===== config.mk =====
export PLATFORM = sky130hd
export DESIGN_NAME = dcache_controller
export DESIGN_NICKNAME = d
export VERILOG_FILES = /design/src/rtl/dcache_controller.sv
export SDC_FILE = /design/constraint.sdc
export NUM_CORES = 1
export LEC_CHECK = 0
export CAP_MARGIN = 10
export CORE_AREA = 2 2 227 229
export CTS_BUF_LIST = sky130_fd_sc_hd__clkbuf_4
export CTS_CLUSTER_DIAMETER = 60
export DETAILED_ROUTE_END_ITERATION = 12
export DIE_AREA = 0 0 229 231
export GPL_ROUTABILITY_DRIVEN = 0
export SYNTH_ARGS = -nofsm -noshare
export SYNTH_HDL_FRONTEND = slang
export SYNTH_SLANG_ARGS = --single-unit

===== constraint.sdc =====
create_clock -name clock -period 2.3 [get_ports clock]
set_clock_uncertainty 0.1 [all_clocks]
set_input_delay 0.23 -clock clock [delete_from_list [all_inputs] [get_ports clock]]
set_output_delay 0.23 -clock clock [all_outputs]
set_load 0.02 [all_outputs]

===== src/rtl/dcache_controller.sv =====
// Purpose : sequences dcache_mem lookups, dirty-victim writebacks and refills for one load and one store port.
// Latency : hit grant->done 2 cycles; miss 3 cycles + bus latency (+ writeback and bus retries).
// Backpressure: one request in flight; grants only from IDLE, bus commands held until mem_response != 0.
//
// Ports:
//   clock, reset     system clock; synchronous active-low reset
//   ld_*             load request/grant handshake (req held until gnt), ld_done pulse with ld_data
//   st_*             store request/grant handshake (req held until gnt), st_done pulse
//   cache_*          probe/write controls to dcache_mem and its hit/miss/dirty/victim/rdata response
//   mem_*            shared memory bus: command + block address out, issue tag and return tag in
module dcache_controller #(
    parameter int ADDR_W    = 64,
    parameter int BLOCK_W   = 64,
    parameter int INDEX_W   = 5,
    parameter int MEM_TAG_W = 4
) (
    input  logic                            clock,
    input  logic                            reset,
    // load port
    input  logic                            ld_req,
    input  logic [ADDR_W-1:0]               ld_addr,
    output logic                            ld_gnt,
    output logic                            ld_done,
    output logic [BLOCK_W-1:0]              ld_data,
    // store port
    input  logic                            st_req,
    input  logic [ADDR_W-1:0]               st_addr,
    input  logic [BLOCK_W-1:0]              st_data,
    output logic                            st_gnt,
    output logic                            st_done,
    // dcache_mem
    output logic [INDEX_W-1:0]              cache_index,
    output logic [ADDR_W-INDEX_W-4:0]       cache_tag,
    output logic                            cache_rd_en,
    output logic                            cache_wr_en,
    output logic [BLOCK_W-1:0]              cache_wr_data,
    input  logic                            cache_hit,
    input  logic                            cache_miss,
    input  logic                            cache_dirty,
    input  logic [ADDR_W-INDEX_W-4:0]       victim_tag,
    input  logic [BLOCK_W-1:0]              cache_rdata,
    // memory bus
    output logic [1:0]                      mem_command,
    output logic [ADDR_W-1:0]               mem_addr,
    input  logic [MEM_TAG_W-1:0]            mem_response,
    input  logic [MEM_TAG_W-1:0]            mem_tag
);

    localparam int TAG_W = ADDR_W - INDEX_W - 3;

    localparam logic [1:0] BUS_NONE  = 2'd0;
    localparam logic [1:0] BUS_LOAD  = 2'd1;
    localparam logic [1:0] BUS_STORE = 2'd2;

    typedef enum logic [2:0] {
        S_IDLE,
        S_LOOKUP,
        S_WB,
        S_REFILL,
        S_WAIT,
        S_RESP
    } state_t;

    // The accepted request: only the block address fields matter, the store
    // data goes straight into cache_wr_data at accept time.
    typedef struct packed {
        logic               is_store;
        logic [TAG_W-1:0]   tag;
        logic [INDEX_W-1:0] index;
    } req_t;

    state_t               state;
    req_t                 req_q;
    req_t                 req_d;
    logic                 rr_is_ld;    // side that wins when both ports request
    logic [MEM_TAG_W-1:0] saved_tag;   // bus tag of the outstanding refill, 0 = none
    logic                 bus_accept;
    logic                 tag_match;

    // Block offset bits never take part in a lookup.
    logic unused_bits;
    assign unused_bits = ^{ld_addr[2:0], st_addr[2:0], cache_miss};

    // Grants are combinational so the requester sees gnt in the same cycle
    // the controller latches its address. Gated by reset so nothing is
    // accepted while reset is being applied.
    always_comb begin
        ld_gnt = 1'b0;
        st_gnt = 1'b0;
        if (reset && (state == S_IDLE)) begin
            if (ld_req && st_req) begin
                ld_gnt = rr_is_ld;
                st_gnt = !rr_is_ld;
            end else begin
                ld_gnt = ld_req;
                st_gnt = st_req;
            end
        end
    end

    always_comb begin
        req_d          = '0;
        req_d.is_store = st_gnt;
        if (st_gnt) begin
            req_d.tag   = st_addr[ADDR_W-1:INDEX_W+3];
            req_d.index = st_addr[INDEX_W+2:3];
        end else begin
            req_d.tag   = ld_addr[ADDR_W-1:INDEX_W+3];
            req_d.index = ld_addr[INDEX_W+2:3];
        end
    end

    assign bus_accept = (mem_response != '0);
    assign tag_match  = (saved_tag != '0) && (mem_tag == saved_tag);

    // dcache_mem output is registered, so its data lines up with the RESP
    // cycle; pass it through only while ld_done is high.
    assign ld_data = ld_done ? cache_rdata : '0;

    always_ff @(posedge clock) begin
        if (!reset) begin
            state         <= S_IDLE;
            req_q         <= '0;
            rr_is_ld      <= 1'b1;
            saved_tag     <= '0;
            ld_done       <= 1'b0;
            st_done       <= 1'b0;
            cache_index   <= '0;
            cache_tag     <= '0;
            cache_rd_en   <= 1'b0;
            cache_wr_en   <= 1'b0;
            cache_wr_data <= '0;
            mem_command   <= BUS_NONE;
            mem_addr      <= '0;
        end else begin
            ld_done <= 1'b0;
            st_done <= 1'b0;
            case (state)
                S_IDLE: begin
                    if (ld_gnt || st_gnt) begin
                        req_q <= req_d;
                        if (ld_req && st_req) begin
                            rr_is_ld <= !rr_is_ld;
                        end
                        cache_index   <= req_d.index;
                        cache_tag     <= req_d.tag;
                        cache_rd_en   <= ld_gnt;
                        cache_wr_en   <= st_gnt;
                        cache_wr_data <= st_gnt ? st_data : '0;
                        state         <= S_LOOKUP;
                    end
                end

                // Probe is a single cycle; anything that is not a hit is
                // handled as a miss, with the dirty flag picking writeback.
                S_LOOKUP: begin
                    cache_rd_en <= 1'b0;
                    cache_wr_en <= 1'b0;
                    if (cache_hit) begin
                        ld_done <= !req_q.is_store;
                        st_done <= req_q.is_store;
                        state   <= S_RESP;
                    end else if (cache_dirty) begin
                        mem_command <= BUS_STORE;
                        mem_addr    <= {victim_tag, req_q.index, 3'b000};
                        state       <= S_WB;
                    end else begin
                        mem_command <= BUS_LOAD;
                        mem_addr    <= {req_q.tag, req_q.index, 3'b000};
                        state       <= S_REFILL;
                    end
                end

                // Once the victim is on the bus, re-probe: the set is now
                // clean, so the second lookup goes to refill.
                S_WB: begin
                    if (bus_accept) begin
                        mem_command <= BUS_NONE;
                        mem_addr    <= '0;
                        cache_rd_en <= !req_q.is_store;
                        cache_wr_en <= req_q.is_store;
                        state       <= S_LOOKUP;
                    end
                end

                S_REFILL: begin
                    if (bus_accept) begin
                        saved_tag   <= mem_response;
                        mem_command <= BUS_NONE;
                        mem_addr    <= '0;
                        state       <= S_WAIT;
                    end
                end

                // Other transactions share the bus; only our own tag counts.
                S_WAIT: begin
                    if (tag_match) begin
                        saved_tag <= '0;
                        ld_done   <= !req_q.is_store;
                        st_done   <= req_q.is_store;
                        state     <= S_RESP;
                    end
                end

                S_RESP: begin
                    cache_index   <= '0;
                    cache_tag     <= '0;
                    cache_wr_data <= '0;
                    req_q         <= '0;
                    state         <= S_IDLE;
                end

                default: begin
                    state <= S_IDLE;
                end
            endcase
        end
    end

    // dcache_mem must never report hit and miss for the same probe.
    always_ff @(posedge clock) begin
        if (reset && (state == S_LOOKUP)) begin
            assert (!(cache_hit && cache_miss));
        end
    end

endmodule


# After elaboration in Yosys (flattened, before gate mapping)
# Index checks and enable logic that the tools add are counted.
# word_totals
ff_bits	265
output_inout_bits	261
# classes
eq_ne	12
muxes	45
n_reduce_logical	20
# op_table
operator	n
two-way mux 64 bit	6
case mux 64 bit (2 select lines)	2
case mux 62 bit (2 select lines)	1
case mux 56 bit (2 select lines)	1
two-way mux 62 bit	1
two-way mux 61 bit	1
two-way mux 56 bit	1
two-way mux 3 bit	5
case mux 3 bit (5 select lines)	1
two-way mux 1 bit	13
AND reduction 3 bit	4
case mux 5 bit (2 select lines)	1
two-way mux 4 bit	2
!= test 2 bit (second input constant)	4
case mux 4 bit (2 select lines)	1
nonzero test 4 bit	2
equality test 3 x 2 -> 1 bit (second input constant)	2
equality test 3 bit (second input constant)	2
two-way mux 2 bit	3
case mux 1 bit (3 select lines)	2
nonzero test 2 bit	3
two-way mux 5 bit	1
equality test 4 bit	1
!= test 2 x 1 -> 1 bit (second input constant)	2
other kinds (11)	15

# Logic depth before layout (Yosys ltp)
# depth
depth_word	6
ltp_mapped	7

# Least setup slack after synthesis
# No wires, ideal clock.
# synth_timing
kind	register -> register
startpoint	register state[0]
endpoint	register mem_addr[11]
setup_time_ns	0.117
t_arrival_ns	1.452
required_ns	2.083
slack_ns	0.631
stages_incl_launch_ff	8
path_buffers	3
period_less_slack_ns	1.669
path_cell_list	dfxtp_1 > or3b_1 > buf_2 > o221a_2 > buf_2 > buf_2 > nand2_1 > nand2_1
# synth_between
elab_chain_cells	4
# synth_lines
item	line	text
start: declaration	72	state_t state;
start signal: assignment	122	state <= S_IDLE;
start signal: assignment	150	state <= S_LOOKUP;
start signal: assignment	162	state <= S_RESP;
equality test 3 x 2 -> 1 bit	138	case (state)
OR reduction 2 bit (no source line)	--	
!= test 2 x 1 -> 1 bit (no source line) or nonzero test 2 bit (tied branches)	--	
AND reduction 3 bit (no source line)	--	
end signal: assignment	165	mem_addr <= {victim_tag, req_q.index, 3'b000};
end signal: assignment	169	mem_addr <= {req_q.tag, req_q.index, 3'b000};
end: declaration	44	output logic [ADDR_W-1:0] mem_addr,
# Parallel ways exist; a longest one is shown, timed or not.
# A chain may end at the register's enable or synchronous reset.

# Worst setup path after layout
# layout_timing
startpoint	register state[0]
endpoint	output st_gnt
# layout_between
elab_chain_cells	3
# layout_lines
item	line	text
logical NOT 3 bit	90	if (reset && (state == S_IDLE)) begin
logical AND 1 bit	90	
two-way mux 1 bit	90	
end: declaration	29	output logic st_gnt,
# No other way between the ends.

==> results.toml <==
[run_status]
outcome = "completed"

[sta]
slew_violations = 0
worst_pin_slew_ns = 0.532
final_period_minus_worst_setup_slack_ns = 2.20
max-slew-margin-rel = 0.645
fin_crit_sh = 0.956
fin_setup_tns_ns = 0
fmax_mhz = 455
rsz0062_at_grt = "true"
finalSetupViolCount = 0
hold_viol_final = 0

[worst_setup_path]
reg2regPathDepth = 6
critPathKind = "reg2out"
r2r_end = "cache_tag[44]"
cp_max_fo = 3
cp-end-kind = "primary output"
startpoint_type = "register"
reg2reg_from = "rr_is_ld"
reg2reg_slack_ns = 0.19
arrival_ns = 1.87
cp_data_required_time_ns = 1.97

[flow_run]
drv_cap = 0

[grt]
grt_pass1_wl_um = 63100
grtUsageTotal = 0.155
grt_overflow = 0
antenna_found_initial = 1
grt_pass1_vias = 10504
grt_max_degree = 66

[clocking]
cts_tree = "done"
cts_root_buf = "clkbuf_4"
clockBufferDepth = 3
clkSlewWorstSetupHoldPaths_ns = 0.07
cts_buffers = 59
htreeDepth = 2
cts.sinks = 201
clock_latency_ns = 0.74

[placed_design]
dp_hpwl_um = 29300
place_inst = 2008
numPortBuffers = 577

[synth]
synth_area_per_cell_um2 = 9.97
synthCells = 856
yosys_register_bits = 201
yosysUniqueCellTypes = 44
synthTopCellsByArea = "dfxtp_1 (47%), a22oi_1 (8.2%), a22o_1 (7.0%), o2bb2ai_1 (6.3%), buf_4 (6.2%)"
synth-main-ff-cell = "dfxtp_1"
async_flop_share = 0
synth_top_cell_by_area = "dfxtp_1"
syn_area_um2 = 8540
ys_warn_count = 0
synth-seq-area-share = 0.471
synth_top_area_frac = 0.471
synth_edf_count = 0

[floorplanning]
core_um2 = 50700
pin_count = 588
die_area_um2 = 52900
initial_core_util = 0.168
rows = 83
die_w_um = 229
die_h_um = 231

[route]
wl_per_cell_um = 18.4
drcViolationCount = 0
drt_wl_total_um = 43200
first_pass_iters = 5
vias = 9903
viasPerCell = 4.22
drt-initial-drc-count = 370
drtAntennaViolNets = 0

[layout]
stdcell_count = 2347
fin_nets = 1950
area_growth_syn_to_layout_pct = 109
drive_gt1_frac = 0.110
num-fill-cells = 5079
mostFrequentLayoutCells = "clkdlybuf4s50_1 (502), dlygate4sd3_1 (227), dfxtp_1 (198)"
layout_commonest_cell = "clkdlybuf4s50_1"

[pwr]
vdd_drop_max_mv = 0.330
p_per_area_nw_per_um2 = 600
leakage_uw = 0.00714

[hold_path]
hold_end = "mem_addr[54]"
holdCritPathClass = "in2reg"
min_path_cells = 3
hold_start = "victim_tag[46]"
[worst max-delay path, cell delays in order (launching register included)]
cell     delay [ns]
dfxtp_4        0.35
nor4b_4        0.25
buf_4          0.15
buf_6          0.09
and2_4         0.19
buf_8          0.12
[per-stage QoR]
stage	utilization	area, um2	hold slack [ns]	setup slack (ns)	power [uW]
after floorplan	-	8540	0.256	0.631	5500
after global placement	0.291	14800	0.326	0.132	7000
after detailed placement	0.291	14800	0.328	0.0861	7030
after CTS	0.351	17800	0.000525	-0.0605	10800
after global routing	0.351	17800	0.0468	-0.0758	11300
final	0.351	17800	0.104	0.101	10700
[synth_stat cells, drive strengths merged, types with 6 or more instances]
cell,number
clkbuf,37
nor2,6
o31ai,26
dfxtp,201
nand3,29
a22o,68
and2,66
mux2i,26
o2bb2ai,61
buf,105
nand2,75
a22oi,93
nor3,8
inv,6
o21ai,7
[layer usage]
| metal | GRT usage | wire length [um] | vias up |
|---|---|---|---|
| met5 | 0 | 0 | - |
| met4 | 0.0712 | 1610 | 0 |
| met3 | 0.0476 | 3020 | 99 |
| met2 | 0.277 | 21900 | 437 |
| met1 | 0.167 | 16700 | 4711 |
| li1 | - | - | 4656 |
[how the worst max path moves through the flow]
| stage | start | to | slack, ns | cells after the start |
|---|---|---|---|---|
| 2_1_floorplan | state[0] | mem_addr[11] | 0.63 | 7 |
| 3_3_place_gp | cache_hit | mem_addr[4] | 0.13 | 6 |
| 3_5_place_dp | cache_hit | mem_addr[22] | 0.09 | 6 |
| 4_1_cts | state[0] | st_gnt | -0.06 | 6 |
| 5_1_grt | state[0] | st_gnt | -0.08 | 5 |
| 6_report | state[0] | st_gnt | 0.10 | 5 |
[cell families (layout without fill, tap and decap cells)]
logic type,Yosys count,count (layout),share of synthesized area
flops,201,201,0.471
buf+inv,148,956,0.103
compound gates,272,272,0.268
other cells,1,4,0.000439
xor+xnor,4,4,0.00410
mux,26,26,0.0305
simple gates,204,204,0.123
[sequential cells by signal (all words and copies together), names as in the netlist, 2 cells and up]
signal,cells
cache_tag,55
req_q,3
cache_wr_data,64
mem_addr,61
saved_tag,4
mem_command,2
state,3
cache_index,4
[repair_timing]
action | in CTS | in global routing
endpoints found under the setup margin | 73 | 50
pin swaps | 1 | 1
endpoints found under the hold margin | 184 | 0
gates cloned | 2 | 1
buffers inserted | 5 | 0
gates resized for setup | 91 | 14
hold buffers | 227 | 0
[power by group]
part	total, uW	leakage (uW)	internal, uW	switching [uW]
registers	4070	0.00164	3800	264
clock network	3350	0.000437	1690	1660
logic	3270	0.00506	1760	1510
total	10700	0.00714	7250	3430
[layout make-up]
| cell class | instances | area, um2 | area share |
|---|---|---|---|
| timing repair buffer | 846 | 8470 | 0.476 |
| clock buffer | 85 | 638 | 0.0359 |
| multi-input combinational | 509 | 3700 | 0.208 |
| sequential | 201 | 4030 | 0.226 |
| inverter | 6 | 22.5 | 0.00127 |
| clock inverter | 19 | 80.1 | 0.00450 |
| tap | 680 | 851 | 0.0478 |
| antenna | 1 | 2.50 | 0.000141 |
(Power assumes the default switching activity.)
